## config.mk

```make
export PLATFORM = sky130hd
export DESIGN_NAME = leaky_relu_stage_flat
export DESIGN_NICKNAME = d
export VERILOG_FILES = /design/src/rtl/leaky_relu_stage_if.sv /design/src/rtl/leaky_relu_stage.sv /design/src/flat_wrapper.sv
export SDC_FILE = /design/constraint.sdc
export NUM_CORES = 1
export LEC_CHECK = 0
export ABC_AREA = 1
export BUFFER_PORTS_ARGS = -buffer_cell sky130_fd_sc_hd__buf_2
export CAP_MARGIN = 40
export CORE_UTILIZATION = 51
export CTS_CLUSTER_SIZE = 10
export DETAILED_ROUTE_END_ITERATION = 8
export PLACE_DENSITY = 0.67
export SYNTH_ARGS = -nofsm -noshare
export SYNTH_HDL_FRONTEND = slang
export SYNTH_SLANG_ARGS = --single-unit
```

## constraint.sdc

```tcl
create_clock -name clk -period 7.8 [get_ports clk]
set_input_delay 0.78 -clock clk [delete_from_list [all_inputs] [get_ports clk]]
set_output_delay 0.78 -clock clk [all_outputs]
set_load 0.005 [all_outputs]
```

## src/rtl/leaky_relu_stage_if.sv

```systemverilog
`default_nettype none
// ----------------------------------------------------------------------------
// leaky_relu_stage_if : alpha cascade, activation stream and output FIFO bus
// Revision: 1.0
// ----------------------------------------------------------------------------
interface leaky_relu_stage_if #(
  parameter int DATA_W = 16
);
  logic              lr_load_alpha_in;
  logic [DATA_W-1:0] lr_alpha_in;
  logic [DATA_W-1:0] lr_alpha_out;
  logic [DATA_W-1:0] lr_data_in;
  logic              lr_valid_in;
  logic              lr_backward_in;
  logic              lr_mask_clear_in;
  logic [DATA_W-1:0] lr_data_out;
  logic              lr_valid_out;
  logic              lr_ready_in;
  logic              lr_overflow_out;
  logic              lr_underflow_out;

  modport slave (
    input  lr_load_alpha_in, lr_alpha_in, lr_data_in, lr_valid_in,
           lr_backward_in, lr_mask_clear_in, lr_ready_in,
    output lr_alpha_out, lr_data_out, lr_valid_out,
           lr_overflow_out, lr_underflow_out
  );

  modport master (
    output lr_load_alpha_in, lr_alpha_in, lr_data_in, lr_valid_in,
           lr_backward_in, lr_mask_clear_in, lr_ready_in,
    input  lr_alpha_out, lr_data_out, lr_valid_out,
           lr_overflow_out, lr_underflow_out
  );
endinterface
`default_nettype wire

```

## src/rtl/leaky_relu_stage.sv

```systemverilog
`default_nettype none
// ----------------------------------------------------------------------------
// leaky_relu_stage : leaky ReLU / gradient masking with a fall-through output FIFO
// Revision: 1.0
// ----------------------------------------------------------------------------
module leaky_relu_stage #(
  parameter int DATA_W     = 16,
  parameter int FRAC       = 8,
  parameter int OUT_DEPTH  = 8,
  parameter int MASK_DEPTH = 64
) (
  input  wire logic         clk,
  input  wire logic         rst,
  leaky_relu_stage_if.slave bus
);

  localparam int c_prod_w  = 2 * DATA_W;
  localparam int c_out_aw  = $clog2(OUT_DEPTH);
  localparam int c_mask_aw = $clog2(MASK_DEPTH);
  localparam logic signed [c_prod_w-1:0] c_sat_max =
    {{(c_prod_w-DATA_W+1){1'b0}}, {(DATA_W-1){1'b1}}};
  localparam logic signed [c_prod_w-1:0] c_sat_min =
    {{(c_prod_w-DATA_W+1){1'b1}}, {(DATA_W-1){1'b0}}};
  localparam logic [c_out_aw:0]  c_out_full  = (c_out_aw+1)'(OUT_DEPTH);
  localparam logic [c_mask_aw:0] c_mask_full = (c_mask_aw+1)'(MASK_DEPTH);

  // alpha register and cascade
  logic signed [DATA_W-1:0] alpha_q;
  logic [DATA_W-1:0]        alpha_out_q;

  always_ff @(posedge clk) begin
    if (rst) begin
      alpha_q     <= '0;
      alpha_out_q <= '0;
    end else if (bus.lr_load_alpha_in) begin
      alpha_q     <= $signed(bus.lr_alpha_in);
      alpha_out_q <= bus.lr_alpha_in;
    end
  end

  // scaled branch: floor((x * alpha) / 2^FRAC), clamped to the word range
  logic signed [DATA_W-1:0]   w_x;
  logic signed [c_prod_w-1:0] w_mul;
  logic signed [c_prod_w-1:0] w_shift;
  logic signed [DATA_W-1:0]   w_prod_sat;
  logic                       w_x_pos;

  assign w_x     = $signed(bus.lr_data_in);
  assign w_mul   = c_prod_w'(w_x) * c_prod_w'(alpha_q);
  assign w_shift = w_mul >>> FRAC;
  assign w_x_pos = !w_x[DATA_W-1] && (w_x != '0);

  always_comb begin
    w_prod_sat = w_shift[DATA_W-1:0];
    if (w_shift > c_sat_max) begin
      w_prod_sat = c_sat_max[DATA_W-1:0];
    end else if (w_shift < c_sat_min) begin
      w_prod_sat = c_sat_min[DATA_W-1:0];
    end
  end

  // derivative-mask FIFO
  logic [MASK_DEPTH-1:0] mask_mem_q;
  logic [c_mask_aw-1:0]  mask_wptr_q;
  logic [c_mask_aw-1:0]  mask_rptr_q;
  logic [c_mask_aw:0]    mask_cnt_q;
  logic                  w_fwd_beat;
  logic                  w_bwd_beat;
  logic                  w_mask_full;
  logic                  w_mask_empty;
  logic                  w_mask_push;
  logic                  w_mask_pop;
  logic                  w_mask_ovf;
  logic                  w_mask_unf;
  logic                  w_mask_head;

  assign w_fwd_beat   = bus.lr_valid_in && !bus.lr_backward_in;
  assign w_bwd_beat   = bus.lr_valid_in &&  bus.lr_backward_in;
  assign w_mask_full  = (mask_cnt_q == c_mask_full);
  assign w_mask_empty = (mask_cnt_q == '0);
  assign w_mask_push  = w_fwd_beat && !bus.lr_mask_clear_in && !w_mask_full;
  assign w_mask_pop   = w_bwd_beat && !bus.lr_mask_clear_in && !w_mask_empty;
  assign w_mask_ovf   = w_fwd_beat && !bus.lr_mask_clear_in &&  w_mask_full;
  // a backward beat during a clear sees the FIFO as already flushed
  assign w_mask_unf   = w_bwd_beat && (bus.lr_mask_clear_in || w_mask_empty);
  assign w_mask_head  = w_mask_pop ? mask_mem_q[mask_rptr_q] : 1'b0;

  always_ff @(posedge clk) begin
    if (w_mask_push) begin
      mask_mem_q[mask_wptr_q] <= w_x_pos;
    end
  end

  always_ff @(posedge clk) begin
    if (rst || bus.lr_mask_clear_in) begin
      mask_wptr_q <= '0;
      mask_rptr_q <= '0;
      mask_cnt_q  <= '0;
    end else begin
      if (w_mask_push) begin
        mask_wptr_q <= mask_wptr_q + 1'b1;
      end
      if (w_mask_pop) begin
        mask_rptr_q <= mask_rptr_q + 1'b1;
      end
      case ({w_mask_push, w_mask_pop})
        2'b10:   mask_cnt_q <= mask_cnt_q + 1'b1;
        2'b01:   mask_cnt_q <= mask_cnt_q - 1'b1;
        default: mask_cnt_q <= mask_cnt_q;
      endcase
    end
  end

  // stage 1: the mask bit selects pass-through vs scaled in both modes
  logic                     s1_valid_q;
  logic signed [DATA_W-1:0] s1_x_q;
  logic signed [DATA_W-1:0] s1_prod_q;
  logic                     s1_mask_q;

  always_ff @(posedge clk) begin
    if (rst) begin
      s1_valid_q <= 1'b0;
      s1_x_q     <= '0;
      s1_prod_q  <= '0;
      s1_mask_q  <= 1'b0;
    end else begin
      s1_valid_q <= bus.lr_valid_in;
      if (bus.lr_valid_in) begin
        s1_x_q    <= w_x;
        s1_prod_q <= w_prod_sat;
        s1_mask_q <= bus.lr_backward_in ? w_mask_head : w_x_pos;
      end
    end
  end

  // stage 2 result, written straight into the output FIFO
  logic [DATA_W-1:0] w_y;
  assign w_y = s1_mask_q ? s1_x_q : s1_prod_q;

  // output FIFO with registered head for first-word fall-through
  logic [DATA_W-1:0]   out_mem_q [OUT_DEPTH];
  logic [c_out_aw-1:0] out_wptr_q, out_wptr_d;
  logic [c_out_aw-1:0] out_rptr_q, out_rptr_d;
  logic [c_out_aw:0]   out_cnt_q,  out_cnt_d;
  logic [DATA_W-1:0]   data_out_q, data_out_d;
  logic                valid_out_q, valid_out_d;
  logic                w_out_full;
  logic                w_out_pop;
  logic                w_out_wr;
  logic                w_out_ovf;

  assign w_out_full = (out_cnt_q == c_out_full);
  assign w_out_pop  = valid_out_q && bus.lr_ready_in;
  assign w_out_wr   = s1_valid_q && (!w_out_full || w_out_pop);
  assign w_out_ovf  = s1_valid_q &&   w_out_full && !w_out_pop;

  always_comb begin
    out_wptr_d  = out_wptr_q;
    out_rptr_d  = out_rptr_q;
    out_cnt_d   = out_cnt_q;
    data_out_d  = data_out_q;
    if (w_out_wr) begin
      out_wptr_d = out_wptr_q + 1'b1;
    end
    if (w_out_pop) begin
      out_rptr_d = out_rptr_q + 1'b1;
    end
    case ({w_out_wr, w_out_pop})
      2'b10:   out_cnt_d = out_cnt_q + 1'b1;
      2'b01:   out_cnt_d = out_cnt_q - 1'b1;
      default: out_cnt_d = out_cnt_q;
    endcase
    valid_out_d = (out_cnt_d != '0);
    // new word becomes head when nothing older survives this cycle
    if (w_out_wr && ((out_cnt_q == '0) || ((out_cnt_q == 1) && w_out_pop))) begin
      data_out_d = w_y;
    end else if (valid_out_d) begin
      data_out_d = out_mem_q[out_rptr_d];
    end
  end

  always_ff @(posedge clk) begin
    if (w_out_wr) begin
      out_mem_q[out_wptr_q] <= w_y;
    end
  end

  always_ff @(posedge clk) begin
    if (rst) begin
      out_wptr_q  <= '0;
      out_rptr_q  <= '0;
      out_cnt_q   <= '0;
      data_out_q  <= '0;
      valid_out_q <= 1'b0;
    end else begin
      out_wptr_q  <= out_wptr_d;
      out_rptr_q  <= out_rptr_d;
      out_cnt_q   <= out_cnt_d;
      data_out_q  <= data_out_d;
      valid_out_q <= valid_out_d;
    end
  end

  // sticky loss flags
  logic overflow_q;
  logic underflow_q;

  always_ff @(posedge clk) begin
    if (rst) begin
      overflow_q  <= 1'b0;
      underflow_q <= 1'b0;
    end else begin
      overflow_q  <= overflow_q  | w_mask_ovf | w_out_ovf;
      underflow_q <= underflow_q | w_mask_unf;
    end
  end

  assign bus.lr_alpha_out     = alpha_out_q;
  assign bus.lr_data_out      = data_out_q;
  assign bus.lr_valid_out     = valid_out_q;
  assign bus.lr_overflow_out  = overflow_q;
  assign bus.lr_underflow_out = underflow_q;

endmodule
`default_nettype wire

```

## src/flat_wrapper.sv

```systemverilog
// flat-port wrapper written by rule: the top's interface ports become plain ports
module leaky_relu_stage_flat 
#(
  parameter int DATA_W     = 16,
  parameter int FRAC       = 8,
  parameter int OUT_DEPTH  = 8,
  parameter int MASK_DEPTH = 64
)
  (clk, rst, bus_lr_load_alpha_in, bus_lr_alpha_in, bus_lr_data_in, bus_lr_valid_in, bus_lr_backward_in, bus_lr_mask_clear_in, bus_lr_ready_in, bus_lr_alpha_out, bus_lr_data_out, bus_lr_valid_out, bus_lr_overflow_out, bus_lr_underflow_out);
  leaky_relu_stage_if #(.DATA_W(DATA_W)) bus_i ();
  input  wire logic clk;
  input  wire logic rst;
  input wire logic [$bits(bus_i.lr_load_alpha_in)-1:0] bus_lr_load_alpha_in;
  input wire logic [$bits(bus_i.lr_alpha_in)-1:0] bus_lr_alpha_in;
  input wire logic [$bits(bus_i.lr_data_in)-1:0] bus_lr_data_in;
  input wire logic [$bits(bus_i.lr_valid_in)-1:0] bus_lr_valid_in;
  input wire logic [$bits(bus_i.lr_backward_in)-1:0] bus_lr_backward_in;
  input wire logic [$bits(bus_i.lr_mask_clear_in)-1:0] bus_lr_mask_clear_in;
  input wire logic [$bits(bus_i.lr_ready_in)-1:0] bus_lr_ready_in;
  output wire logic [$bits(bus_i.lr_alpha_out)-1:0] bus_lr_alpha_out;
  output wire logic [$bits(bus_i.lr_data_out)-1:0] bus_lr_data_out;
  output wire logic [$bits(bus_i.lr_valid_out)-1:0] bus_lr_valid_out;
  output wire logic [$bits(bus_i.lr_overflow_out)-1:0] bus_lr_overflow_out;
  output wire logic [$bits(bus_i.lr_underflow_out)-1:0] bus_lr_underflow_out;
  assign bus_i.lr_load_alpha_in = bus_lr_load_alpha_in;
  assign bus_i.lr_alpha_in = bus_lr_alpha_in;
  assign bus_i.lr_data_in = bus_lr_data_in;
  assign bus_i.lr_valid_in = bus_lr_valid_in;
  assign bus_i.lr_backward_in = bus_lr_backward_in;
  assign bus_i.lr_mask_clear_in = bus_lr_mask_clear_in;
  assign bus_i.lr_ready_in = bus_lr_ready_in;
  assign bus_lr_alpha_out = bus_i.lr_alpha_out;
  assign bus_lr_data_out = bus_i.lr_data_out;
  assign bus_lr_valid_out = bus_i.lr_valid_out;
  assign bus_lr_overflow_out = bus_i.lr_overflow_out;
  assign bus_lr_underflow_out = bus_i.lr_underflow_out;
  leaky_relu_stage #(.DATA_W(DATA_W), .FRAC(FRAC), .OUT_DEPTH(OUT_DEPTH), .MASK_DEPTH(MASK_DEPTH)) u_core (.clk(clk), .rst(rst), .bus(bus_i));
endmodule
```

* Word level (Yosys, flattened, before mapping) *
Memories as Yosys holds them, arrays and structs flattened.
Cells that the tools add are included.

word-level totals
  register bits after elaboration = 162
  latch bits = 0
  memory bits (writable) = 128
  bits in read-only memories = 0
  input bits = 39
  output and inout bits = 35
  logic and storage cells = 91
  memories = 1

operators by class
  $add $sub $neg = 8
  multiply operators = 1
  div/mod/pow operators = 0
  order comparisons = 5
  eq/ne operators = 7
  shift-type cells = 0
  mux-type cells = 17
  bitwise operators = 3
  reduce and logical (&&, ||, !) cells = 33

memory list
  name              words  bits a word  rd ports  clocked after memory_dff  wr ports  RTL line                 RTL
  u_core.out_mem_q  8      16           1         0                         1         leaky_relu_stage.sv:141  logic [DATA_W-1:0] out_mem_q [OUT_DEPTH];

operator list
  operator                                                                             count
  16-bit two-way mux                                                                   5
  64-bit bitwise mux                                                                   1
  16-bit by 16-bit multiplier with 32-bit output                                       1
  24-bit by 16-bit greater-than comparator with 1-bit output, second input constant    1
  24-bit by 16-bit < comparator with 1-bit output, second input constant               1
  1-bit logical AND                                                                    16
  16-bit nonzero test                                                                  1
  6-bit by 7-bit < comparator with 1-bit output, second input constant                 2
  7-bit case mux with 2 select lines                                                   1
  6-bit by 1-bit adder with 6-bit output, second input constant                        2
  4-bit case mux with 2 select lines                                                   1
  7-bit by 1-bit adder with 7-bit output, second input constant                        1
  7-bit equality test, second input constant                                           1
  1-bit zero test                                                                      7
  7-bit zero test                                                                      1
  7-bit by 1-bit subtractor with 7-bit output, second input constant                   1
  3-bit by 1-bit adder with 3-bit output, second input constant                        2
  1-bit binary-select mux with 6-bit select                                            1
  1-bit demux with 6-bit select                                                        1
  6-bit by 1-bit greater-or-equal comparator with 1-bit output, second input constant  1
  1-bit two-way mux                                                                    6
  4-bit by 1-bit adder with 4-bit output, second input constant                        1
  2-bit by 1-bit equality test with 1-bit output, second input constant                2
  2-bit equality test, second input constant                                           2
  other kinds (9)                                                                      15

* Longest topological paths before layout *
  word-level depth = 9
  gate-level depth with buffers = 35
  mapped depth without buffers = 32

* Worst setup path before layout *
OpenSTA, ideal clock, no wires.

  kind = input -> register
  from = input bus_lr_data_in[15]
  to = register u_core.s1_prod_q[10]
  setup time = 0.117 ns
  data arrival time = 6.681 ns
  data required time = 7.683 ns
  slack = 1.002 ns
  stages on the path = 28
  buffers on the path = 3
  cells stage by stage = clkbuf_1 -> clkbuf_1 -> nand2_1 -> fa_1 -> inv_1 -> fa_1 -> inv_1 -> fa_1 -> fa_1 -> fa_1 -> fa_1 -> inv_1 -> ha_1 -> nand2_2 -> nor2_2 -> inv_2 -> nor3_2 -> and3_1 -> nand2_2 -> nand2_1 -> nand2_1 -> nand2_2 -> nand4_1 -> nand2_1 -> nand2_2 -> buf_6 -> nor2_1 -> nor2_1

between the ends
  cells in the longest elaborated chain, start to end = 4
  elaborated cells between the ends (all ways) = 5
  classes of those cells = mul (1); order compare (2); mux (2)

ends and longest elaborated chain
  what                                                RTL line                 RTL
  from (decl)                                         flat_wrapper.sv:15       input wire logic [$bits(bus_i.lr_data_in)-1:0] bus_lr_data_in;
  16-bit by 16-bit multiplier with 32-bit output (*)  leaky_relu_stage.sv:49   assign w_mul = c_prod_w'(w_x) * c_prod_w'(alpha_q);
  24-bit by 16-bit < comparator with 1-bit output     leaky_relu_stage.sv:57   end else if (w_shift < c_sat_min) begin
  16-bit two-way mux                                  leaky_relu_stage.sv:57
  16-bit two-way mux (*)                              leaky_relu_stage.sv:55   if (w_shift > c_sat_max) begin
  to (signal assigned)                                leaky_relu_stage.sv:130  s1_prod_q <= w_prod_sat;
  to (decl)                                           leaky_relu_stage.sv:117  logic signed [DATA_W-1:0] s1_prod_q;

Mark *: on every way between the ends. The rest lies on a longest branch, timed or not.
A chain may end at the register's enable or synchronous reset.

==> impl_results.md <==
* Maxcap violations at 0
* Initial DRC Count at roughly 1500
* Post-synth EDFFs at about 190
* Post-synth top flop: edfxtp_1
* Htree depth at 2
* Dpl hpwl at 41600 um
* CORE AREA at 44400 um2
* Proportion of layout cells with a drive suffix above 1 at under 10%
* Worst-Skew Late Latency at roughly 0.52 ns
* Count leader, synth: inv_1
* TritonCTS sink count at 290
* Worst path arrival time at 7.20 ns
* Post-CTS Resized at 0
* Root buf cell: clkbuf_16
* # DRC at 0
* Logic pwr share at 65.3%
* DR WL/cell at 17.2 um
* Final hold violation count at 0
* Antenna-violating nets left at 0
* Sequential share of the synthesized area at about a third
* Final worst path period need at 6.80 ns
* Initial Util at 51.9%
* Post-synth top cells: 577 x inv_1, 497 x nand2_1, 340 x nor2_1
* Run status: finished, final reports clean
* Peak VDD IR at ~0.00036 V
* Syn Nets at 3082
* Synth area leader: edfxtp_1
* Kind of end point of the critical path: flip-flop
* Period utilisation layout at 87.2%
* Routed Wire Length at between 50000 and 60000 um
* Reg2reg setup slack at 1.0 ns
* Vias per cell at roughly 5.3
* Sequential Power Share at 19.6%
* Routability Congestion at 0.934
* Final worst slack at 0.996 ns
* Worst min-delay path class: flip-flop to flip-flop
* Slew headroom at 38.7%
* Pint at between 0.004 and 0.005 W
* First-pass iteration count of the detailed router at 6
* Vert. Die Dim at 215 um
* Core Rows at 77
* Setup TNS at 0 ns
* Port bufs at 73
* Worst Path Max Fanout at 17
* Syn. warnings at 0
* Vias in the first global route at 18113
* Worst Skew at 0.0187 ns
* Netlist Area Pre-Place at 23100 um2
* Overflow after GRT at 0
* Setup violators final at 0
* FMAX at 147 MHz
* Final Max Tran Viols at 0
* Cell leakage power at 11.9 nW
* Setup repair after global routing missed its margin: no
* Syn_area_per_cell at 8.59 um2
* Total GRT Usage at ~26%
* Synth unique cells at between 40 and 50
* Critical path launch point type: flip-flop
* Initial antenna violation count at 0
* Async SR Flop Fraction at 0%
* Pwr Density at 390 nW/um2
* Post-Place Setup Slack at 0.432 ns
* Setup Buffers After CTS at 0
* Yosys top cell area share at 25.0%
* Worst-path clk slew at 0.06 ns
* N_diodes at 0
* Pin count of the biggest net entering global routing at 67
* Sw frac at 49.8%
* Die X at 215 um
* Synth area leaders: edfxtp_1 25%, fa_1 23%, inv_1 9.4%
* Crit Path Class: flip-flop to flip-flop
* Mapped Cells at 2686
* CTS buffer count at 35
* Worst-Margin Slew at ~0.9 ns
* CP Data Required Time at just over 8 ns
* Clk pwr share at 15.1%
* Net Switching at between 0.004 and 0.005 W
* # hold bufs at CTS at 0
* TritonCTS clock tree: done
* Yosys reg bits at between 200 and 300
* Clock Path Buffers at 3
* Final #Nets at 3102
* Area grow syn2layout at 8.48%
* Die outline area at 46100 um2
* Global-route wire length before repair at approximately 94000 um
* # IOs at 74
* Total number of vias at roughly 18000
-- final cells by class --
| class | count | area [um2] |
|---|---|---|
| Fill cell | 3978 | 19400 |
| Sequential cell | 290 | 7730 |
| Clock buffer | 59 | 997 |
| Timing Repair Buffer | 105 | 646 |
| Multi-Input combinational cell | 1690 | 12700 |
| Clock inverter | 3 | 32.5 |
| Inverter | 584 | 2190 |
| Tap cell | 592 | 741 |
-- stage by stage --
| stage | cell area (um2) | power (W) | cells | hold slack, ns | utilization (%) |
|---|---|---|---|---|---|
| finish | 25000 | 0.00975 | 3323 | 0.468 | 56.3 |
| global route | 25000 | 0.0107 | 3323 | 0.489 | 56.3 |
| CTS | 25000 | 0.00983 | 3323 | 0.468 | 56.3 |
| detailed placement | 24000 | 0.00832 | 3261 | 0.461 | 54.0 |
| global placement | 23900 | 0.00823 | 3257 | 0.458 | 53.9 |
| floorplan | 23100 | 0.00676 | 2686 | 0.443 | - |
-- flip-flops by register name, summed over array words and instances (netlist names) --
register / cells
u_core.bus.lr_valid_out: 1
u_core.mask_rptr_q: 6
u_core.s1_mask_q: 1
u_core.s1_valid_q: 1
u_core.s1_prod_q: 16
u_core.bus.lr_overflow_out: 1
u_core.mask_cnt_q: 7
u_core.out_wptr_q: 3
u_core.bus.lr_alpha_out: 16
u_core.bus.lr_data_out: 16
u_core.mask_wptr_q: 6
u_core.s1_x_q: 16
u_core.out_rptr_q: 3
u_core.bus.lr_underflow_out: 1
u_core.mask_mem_q: 64
u_core.out_cnt_q: 4
u_core.out_mem_q: 128
-- per-layer routing --
layer	share of wire (%)	global-route usage (%)	vias up
met3	5.7	3.42	110
met5	0	0	-
met2	49	44.4	542
met1	43	33.3	8603
met4	2.5	7.86	0
li1	-	-	8340
-- power groups by stage --
| stage | registers (W) | logic (W) | clock network (W) |
|---|---|---|---|
| 2_1_floorplan | 0.00190 | 0.00486 | 0 |
| 3_3_place_gp | 0.00193 | 0.00630 | 0 |
| 3_5_place_dp | 0.00194 | 0.00638 | 0 |
| 4_1_cts | 0.00190 | 0.00642 | 0.00150 |
| 5_1_grt | 0.00192 | 0.00723 | 0.00156 |
| 6_report | 0.00191 | 0.00636 | 0.00148 |
-- kinds of logic (layout without fill, tap and decap cells) --
family / Yosys count / count (layout) / synth area share [%]
AO/OA/AOI/OAI: 345 / 345 / 8.57
flip-flops: 290 / 290 / 33.5
AND/OR/NAND/NOR: 938 / 938 / 16.3
adder cells (fa/ha/maj): 357 / 357 / 27.9
multiplexers: 17 / 17 / 0.825
buffers and inverters: 706 / 751 / 11.6
XOR/XNOR: 33 / 33 / 1.25
-- worst max-delay path: stages (launching register included) --
cell and delay (ns):
dfxtp_1 0.32, inv_1 0.61, nor2_1 0.15, fa_1 0.54, fa_1 0.51, fa_1 0.52
fa_1 0.53, fa_1 0.55, inv_1 0.05, fa_1 0.55, inv_1 0.06, ha_1 0.37
nand2_1 0.19, inv_1 0.06, a21oi_1 0.28, nor2_1 0.07, nor2_1 0.26, nor2_1 0.07
nor2_1 0.18, nand3_1 0.12, nand2_2 0.37, a21oi_1 0.13, nor2_1 0.11, nor2_1 0.05
-- final timing paths --
path                                from  depth (start not counted)                   endpoint
min            u_core.bus.lr_data_out[4]                          2  u_core.bus.lr_data_out[4]
max reg2reg  u_core.bus.lr_alpha_out[15]                         23        u_core.s1_prod_q[1]
max          u_core.bus.lr_alpha_out[15]                         23        u_core.s1_prod_q[1]
min reg2reg    u_core.bus.lr_data_out[4]                          2  u_core.bus.lr_data_out[4]
-- cell usage in the layout (no fill, tap or decap), types with 5 or more instances in the layout --
master       n
a21oi_1     55
a21oi_2     10
a31oi_1     18
buf_2       73
buf_4       29
clkbuf_1    22
clkbuf_16   36
dfxtp_1     98
edfxtp_1   192
fa_1       262
ha_1        95
inv_1      577
inv_2        5
mux2_2      16
nand2_1    497
nand2_2     18
nand3_1     27
nand4_1     17
nor2_1     340
nor2_2       5
nor3_1      11
nor4_1       7
o2111ai_1   13
o21ai_0    187
o221ai_1    20
o22ai_1     29
xnor2_1     20
xor2_1      12
Power figures use the tool's default switching activity.
